$ cat src/rtl/aes_ctr_sequencer.sv
// CTR-mode sequencer: drives an external AES-128 encrypt core over successive
// counter blocks and queues each result as keystream in a small FIFO.
module aes_ctr_sequencer #(
    parameter int FIFO_DEPTH = 2,
    parameter int CNT_W      = 32
) (
    input  logic         wb_clk_i,
    input  logic         wb_rst_i,
    input  logic         start,
    input  logic         abort,
    input  logic [127:0] cfg_key,
    input  logic [127:0] cfg_iv,
    input  logic [15:0]  cfg_nblk,
    output logic         busy,
    output logic         done,
    output logic [15:0]  blk_cnt,
    output logic         ks_valid,
    output logic [127:0] ks_data,
    input  logic         ks_ready,
    output logic         core_nrst,
    output logic [127:0] core_in,
    output logic [127:0] core_key,
    input  logic [127:0] core_out,
    input  logic         core_rdy
);
    localparam int PTR_W = $clog2(FIFO_DEPTH);

    typedef enum logic [2:0] {IDLE, LOAD, RUN, STORE, DRAIN} state_t;

    state_t           state_q;
    logic [127:0]     key_q;
    logic [127:0]     ctr_q;
    logic [127:0]     ctr_inc_d;
    logic [15:0]      rem_q;
    logic [15:0]      blk_cnt_q;
    logic             busy_q;
    logic             done_q;
    logic             core_nrst_q;
    logic             load_cnt_q;

    logic [127:0]     fifo_mem [FIFO_DEPTH];
    logic [PTR_W-1:0] wr_ptr_q;
    logic [PTR_W-1:0] rd_ptr_q;
    logic [PTR_W:0]   count_q;
    logic [PTR_W:0]   count_d;
    logic             fifo_full;
    logic             fifo_empty;
    logic             push;
    logic             pop;

    assign fifo_full  = (count_q == (PTR_W+1)'(FIFO_DEPTH));
    assign fifo_empty = (count_q == '0);
    // Push depends only on registered occupancy, so a same-cycle pop never frees a slot early.
    assign push       = (state_q == STORE) && !fifo_full;
    assign pop        = !fifo_empty && ks_ready;

    always_comb begin
        count_d = count_q;
        case ({push, pop})
            2'b10:   count_d = count_q + (PTR_W+1)'(1);
            2'b01:   count_d = count_q - (PTR_W+1)'(1);
            default: count_d = count_q;
        endcase
    end

    // Only the low CNT_W bits of the counter block roll over; the rest stays fixed.
    generate
        if (CNT_W < 128) begin : g_ctr_split
            assign ctr_inc_d = {ctr_q[127:CNT_W], ctr_q[CNT_W-1:0] + CNT_W'(1)};
        end else begin : g_ctr_full
            assign ctr_inc_d = ctr_q + 128'd1;
        end
    endgenerate

    always_ff @(posedge wb_clk_i) begin
        if (push) begin
            fifo_mem[wr_ptr_q] <= core_out;
        end
    end

    always_ff @(posedge wb_clk_i) begin
        if (wb_rst_i) begin
            state_q     <= IDLE;
            key_q       <= '0;
            ctr_q       <= '0;
            rem_q       <= '0;
            blk_cnt_q   <= '0;
            busy_q      <= 1'b0;
            done_q      <= 1'b0;
            core_nrst_q <= 1'b0;
            load_cnt_q  <= 1'b0;
            wr_ptr_q    <= '0;
            rd_ptr_q    <= '0;
            count_q     <= '0;
        end else if (abort) begin
            state_q     <= IDLE;
            busy_q      <= 1'b0;
            done_q      <= 1'b0;
            core_nrst_q <= 1'b0;
            wr_ptr_q    <= '0;
            rd_ptr_q    <= '0;
            count_q     <= '0;
        end else begin
            done_q  <= 1'b0;
            count_q <= count_d;
            if (push) begin
                wr_ptr_q <= wr_ptr_q + PTR_W'(1);
            end
            if (pop) begin
                rd_ptr_q <= rd_ptr_q + PTR_W'(1);
            end

            case (state_q)
                IDLE: begin
                    core_nrst_q <= 1'b0;
                    if (start) begin
                        key_q      <= cfg_key;
                        ctr_q      <= cfg_iv;
                        rem_q      <= cfg_nblk;
                        blk_cnt_q  <= '0;
                        busy_q     <= 1'b1;
                        load_cnt_q <= 1'b0;
                        state_q    <= (cfg_nblk == 16'd0) ? DRAIN : LOAD;
                    end
                end
                LOAD: begin
                    if (load_cnt_q) begin
                        core_nrst_q <= 1'b1;
                        state_q     <= RUN;
                    end else begin
                        load_cnt_q  <= 1'b1;
                    end
                end
                RUN: begin
                    if (core_rdy) begin
                        state_q <= STORE;
                    end
                end
                STORE: begin
                    if (!fifo_full) begin
                        blk_cnt_q   <= blk_cnt_q + 16'd1;
                        rem_q       <= rem_q - 16'd1;
                        ctr_q       <= ctr_inc_d;
                        core_nrst_q <= 1'b0;
                        load_cnt_q  <= 1'b0;
                        state_q     <= (rem_q != 16'd1) ? LOAD : DRAIN;
                    end
                end
                DRAIN: begin
                    core_nrst_q <= 1'b0;
                    if (fifo_empty) begin
                        done_q  <= 1'b1;
                        busy_q  <= 1'b0;
                        state_q <= IDLE;
                    end
                end
                default: state_q <= IDLE;
            endcase
        end
    end

    assign busy      = busy_q;
    assign done      = done_q;
    assign blk_cnt   = blk_cnt_q;
    assign ks_valid  = !fifo_empty;
    assign ks_data   = fifo_mem[rd_ptr_q];
    assign core_nrst = core_nrst_q;
    assign core_in   = ctr_q;
    assign core_key  = key_q;

endmodule

$ cat config.mk
export PLATFORM = sky130hd
export DESIGN_NAME = aes_ctr_sequencer
export DESIGN_NICKNAME = d
export VERILOG_FILES = /design/src/rtl/aes_ctr_sequencer.sv
export SDC_FILE = /design/constraint.sdc
export NUM_CORES = 1
export LEC_CHECK = 0
export ABC_AREA = 0
export BUFFER_PORTS_ARGS = -buffer_cell sky130_fd_sc_hd__buf_2
export CAP_MARGIN = 20
export CORE_AREA = 5 5 312 314
export DETAILED_ROUTE_END_ITERATION = 8
export DIE_AREA = 0 0 317 319
export PLACE_DENSITY_LB_ADDON = 0.3
export SLEW_MARGIN = 0
export SYNTH_ARGS = -nofsm -noshare
export SYNTH_HDL_FRONTEND = slang
export SYNTH_SLANG_ARGS = --single-unit
$ cat constraint.sdc
create_clock -name wb_clk_i -period 8.75 [get_ports wb_clk_i]
set_clock_uncertainty 0.15 [all_clocks]
set_input_delay 1.75 -clock wb_clk_i [delete_from_list [all_inputs] [get_ports wb_clk_i]]
set_output_delay 1.75 -clock wb_clk_i [all_outputs]
set_load 0.01 [all_outputs]
Yosys cells after proc, flatten, opt, wreduce, memory -nomap -nowiden:

Memory sizes are Yosys's and may differ from the RTL's. A register that Yosys moved wholly into a read port is not among the register bits.
Cells that the tools add are included.

* muxes and demuxes: 31
* order comparisons: 0
* divide/modulo/power cells: 0
* shift operators: 0
* reduce and logical (&&, ||, !) cells: 22
* bitwise logic cells: 3
* add/sub/neg operators: 7
* $mul: 0
* equal/unequal tests: 13

Operator list (count)
* 128-bit one-hot mux with 2 select lines: 1
* 128-bit two-way mux: 1
* 16-bit two-way mux: 4
* 16-bit one-hot mux with 2 select lines: 2
* 32-bit by 1-bit adder with 32-bit output, second input constant: 1
* 32-bit two-way mux: 1
* 3-bit two-way mux: 7
* 16-bit by 1-bit adder with 16-bit output, second input constant: 1
* 16-bit logical NOT: 1
* 16-bit by 1-bit inequality test with 1-bit output, second input constant: 1
* 16-bit by 1-bit subtractor with 16-bit output, second input constant: 1
* 3-bit one-hot mux with 5 select lines: 1
* 4-bit AND reduction: 3
* 1-bit two-way mux: 10
* 2-bit inequality test, second input constant: 5
* 3-bit AND reduction: 3
* 3-bit by 2-bit == test with 1-bit output, second input constant: 2
* 1-bit one-hot mux with 3 select lines: 2
* 2-bit nonzero test: 3
* 3-bit nonzero test: 2
* 5-bit AND reduction: 1
* 2-bit == test, second input constant: 2
* 2-bit one-hot mux with 2 select lines: 1
* 2-bit OR reduction: 2
* other kinds (13): 18

* register bits after elaboration: 299
* logic and storage cells: 90
* memories kept: 1
* bits in latches: 0
* memory bits (read-only): 0
* RAM bits: 256

Memory list
* fifo_mem: words 2, bits a word 128, read ports 1, clocked after memory_dff 1, wr ports 1, RTL line 41 `logic [127:0] fifo_mem [FIFO_DEPTH];`

Longest topological paths before layout:

* depth after elaboration: 5
* mapped depth: 8

Least setup slack after synthesis:

Ideal clock, no wire load.

* path type: register to register
* start: register state_q[1]
* end: memory fifo_mem[0][0] (enable)
* arrival time: 6.427 ns
* library setup time: 0.617 ns
* period minus slack after synthesis: 7.194 ns
* setup slack: 1.556 ns
* stages on the path, launching flop included: 6
* required time: 7.983 ns
* cells stage by stage: dfxtp_1 buf_2 and3b_1 clkbuf_1 nand2_1 nor2_1

* word-level cells in the longest chain between the ends: 4

Ends and longest elaborated chain
* start: declaration: RTL line 30 `state_t state_q;`
* start signal: assignment: RTL line 123 `state_q <= (cfg_nblk == 16'd0) ? DRAIN : LOAD;`
* start signal: assignment: RTL line 146 `state_q <= (rem_q != 16'd1) ? LOAD : DRAIN;`
* 3-bit by 2-bit == test with 1-bit output: RTL line 54 `assign push = (state_q == STORE) && !fifo_full;`
* 1-bit logical AND: RTL line 54
* 1-bit two-way mux: RTL line 76 `if (push) begin`
* 1-bit two-way mux (not written as such): RTL line 77 `fifo_mem[wr_ptr_q] <= core_out;`
* end: declaration: RTL line 41

No other way between the ends.

==> summary.txt <==
Run status
  – Outcome: complete, no violations

Worst setup path
  – Critical Path RT: 6.85 ns
  – Buf/Inv on CP: 2
  – Worst Setup Path Type: reg -> out
  – Reg2reg path depth: 5
  – CP delay by family, top: buffers and inverters
  – Reg2reg setup slack: 5.47 ns
  – CP Capture Type: output port
  – CP Cell Sequence: buf_4 > mux2_2 > buf_2
  – Worst path slowest cell: buf_4
  – Worst path arrival time: 2.54 ns
  – CP startpoint kind: flop
  – Crit-path max FO: 50
  – Reg2reg start: state_q[0]
  – Critical R2R Capture: core_in[84]
  – CP max stage delay: 0.64 ns

Cells and area
  – Ratio of cells with drive above 1 in the final layout: 39.5%
  – Final Instance Area: 28500 um^2
  – Filler instances: 10000
  – Final net count: 3084
  – Area Growth Syn to Fin: 34.9%

Detailed routing
  – Wire length on met1: 29500 um
  – Vias per cell: 4.40
  – Top sig layer: met5
  – Post-route ant nets: 0
  – DRT iter0 DRCs: 1182
  – Routed wire length per instance: 21.3 um
  – DR pass1 iterations: 8
  – # DRC: 0
  – WL met2: 41500 um
  – Vias: 17700
  – Met3 wire length: 9920 um
  – Total Wirelength: 85300 um

GRT
  – Gr usage total: 15.8%
  – Number of global-route vias before repair: 17300
  – First-pass GRT wire length: 119000 um
  – Gr ovfl total: 0
  – Antenna violations before repair: 45
  – Largest net degree at the start of global routing: 175

Logic synthesis
  – Post-synth top flop: dfxtp_1
  – Commonest cells post-synth: 399 x nand2_1, 300 x dfxtp_1, 261 x a21oi_1, 256 x edfxtp_1, 129 x mux2_2
  – Area contributors post-synth: edfxtp_1 36%, dfxtp_1 28%, nand2_1 7.1%, mux2_2 6.9%, a21oi_1 6.2%
  – Yosys top cell by area: edfxtp_1
  – Top cell type's share of synthesized area: 36.3%
  – Sequential area share after synthesis: 64.7%
  – Synthesized net count: 2331
  – Avg Inst Size Synth: 11.0 um^2
  – Distinct cells, synth: 65
  – Yosys warns: 0
  – Asr flop ratio synth: 0%
  – Post-Synthesis Cell Area: 21200 um^2
  – Post-Syn Instances: 1920
  – Most frequent cell after synthesis: nand2_1
  – Synth Register Bits: 556
  – EDFF count, synth: 256

Clocking
  – Deepest clock path buffer count: 3
  – PostCTS Resize Cnt: 0
  – CTS Root Cell: clkbuf_16
  – Sink Count: 556
  – CTS tree: yes
  – Post-CTS Hold Buffers: 0
  – Post-CTS Setup Inserts: 0
  – Clk_lat worst skew: 0.64 ns
  – H-tree depth: 2
  – TritonCTS buffer count: 61
  – Clock Pin Slew Worst Setup and Hold Paths: 0.06 ns

Floorplan
  – IO Pins: 810
  – Die Wd: 317 um
  – Core Area: 94300 um^2
  – Initial core utilization: 22.4%
  – Std cell rows: 113
  – Die Ht: 319 um
  – Die area: 101000 um^2

Power
  – Pwr/cell area: 204 nW/um^2
  – Peak supply drop: 134 uV
  – Leakage: 11.4 nW

Placed design
  – Final GP Congestion: 0.913
  – DP Area: 26500 um^2
  – IO Port Bufs: 809
  – Post-Place Worst Slack: 4.27 ns
  – Hpwl dp: 63500 um

STA
  – Least-Margin Pin Slew: 1.08 ns
  – TNS Setup: 0 ns
  – Final Hold Vio Count: 0
  – Fmax: 0.225 GHz
  – RSZ-0062 raised after global routing: no
  – Final Setup Violations: 0
  – Worst setup margin: 4.31 ns
  – Clock period minus worst slack: 4.44 ns
  – Worst rel slew slack: 27.9%
  – Final cycle utilization of the critical path: 50.8%
  – Final Max Tran Viols: 0

Hold path
  – Worst hold endpoint: core_in[96]
  – Hold WC Path Type: reg -> reg
  – Hold path depth: 2
  – Min-delay src: core_in[96]

Job
  – Maxcap violations: 0
[cell type report]
cell class | instances | area, um^2 | area share [%]
inverter | 8 | 30.0 | 0.105
tap | 1265 | 1580 | 5.55
clock inverter | 34 | 302 | 1.06
antenna | 24 | 60.1 | 0.210
multi-input combinational | 1219 | 6930 | 24.3
timing repair buffer | 827 | 4230 | 14.8
sequential | 556 | 13700 | 48.0
clock buffer | 78 | 1700 | 5.97
[cell usage in the layout (no fill, tap or decap), types with 18 or more instances in the layout]
| master | instances |
|---|---|
| nor3_1 | 22 |
| nand2_1 | 398 |
| edfxtp_1 | 256 |
| dfxtp_1 | 299 |
| clkbuf_16 | 63 |
| nand4_1 | 22 |
| nor4_1 | 18 |
| buf_2 | 808 |
| nand3_1 | 118 |
| nor2_1 | 57 |
| mux2_2 | 129 |
| diode_2 | 24 |
| o21ai_0 | 19 |
| a21oi_1 | 260 |
[power by group]
part | total, mW | switching, mW | leakage (nW) | internal (mW)
clock network | 2.58 | 1.07 | 0.996 | 1.51
logic | 0.429 | 0.265 | 5.63 | 0.165
registers | 2.82 | 0.0456 | 4.75 | 2.78
total | 5.83 | 1.38 | 11.4 | 4.45
[sequential cells by signal, summed over array words and instances (netlist names), named ones only]
signal,count
state_q,3
rd_ptr_q,1
core_key,128
wr_ptr_q,1
load_cnt_q,1
core_in,128
rem_q,16
done,1
blk_cnt,16
busy,1
core_nrst,1
count_q,2
fifo_mem,256
[worst min-delay path, delay by kind of cell (launching register included)]
kind / cells / cell delay, ns
AOI/OAI and AO/OA: 1 / 0.05
and+or+nand+nor: 1 / 0.05
DFF: 1 / 0.31
[worst max path at each step]
stage / from / endpoint / slack [ns] / depth (start not counted)
floorplan: state_q[1] / fifo_mem[0][0] / 1.56 / 5
global placement: start / core_in[83] / 4.28 / 6
detailed placement: start / core_in[84] / 4.27 / 6
CTS: flop / ks_data[35] / 4.16 / 3
global route: flop / ks_data[12] / 4.13 / 3
finish: flop / ks_data[116] / 4.31 / 3
[metrics by stage]
stage	instances	hold WS, ns	power (mW)	utilization (%)
floorplan	1920	0.316	3.06	-
global placement	3875	0.285	3.31	28.1
detailed placement	3875	0.290	3.31	28.1
CTS	3987	0.298	5.93	30.2
global route	3995	0.309	6.09	30.2
finish	4011	0.296	5.83	30.3
[routing by layer]
layer / vias to the layer above / GRT usage [%]
met4: 34 / 6.54
met2: 731 / 27.7
met1: 8339 / 16.1
li1: 8389 / -
met5: - / 0
met3: 163 / 7.48
[cells by family after synthesis]
| kind of cell | Yosys count | share of synthesized area (%) |
|---|---|---|
| simple gates | 707 | 15.0 |
| flops | 556 | 64.7 |
| compound gates | 353 | 9.29 |
| buf+inv | 145 | 2.71 |
| mux | 132 | 7.07 |
| xor+xnor | 22 | 0.911 |
| fa+ha+maj | 5 | 0.296 |
No activity file was read; power rests on OpenSTA's default activity.
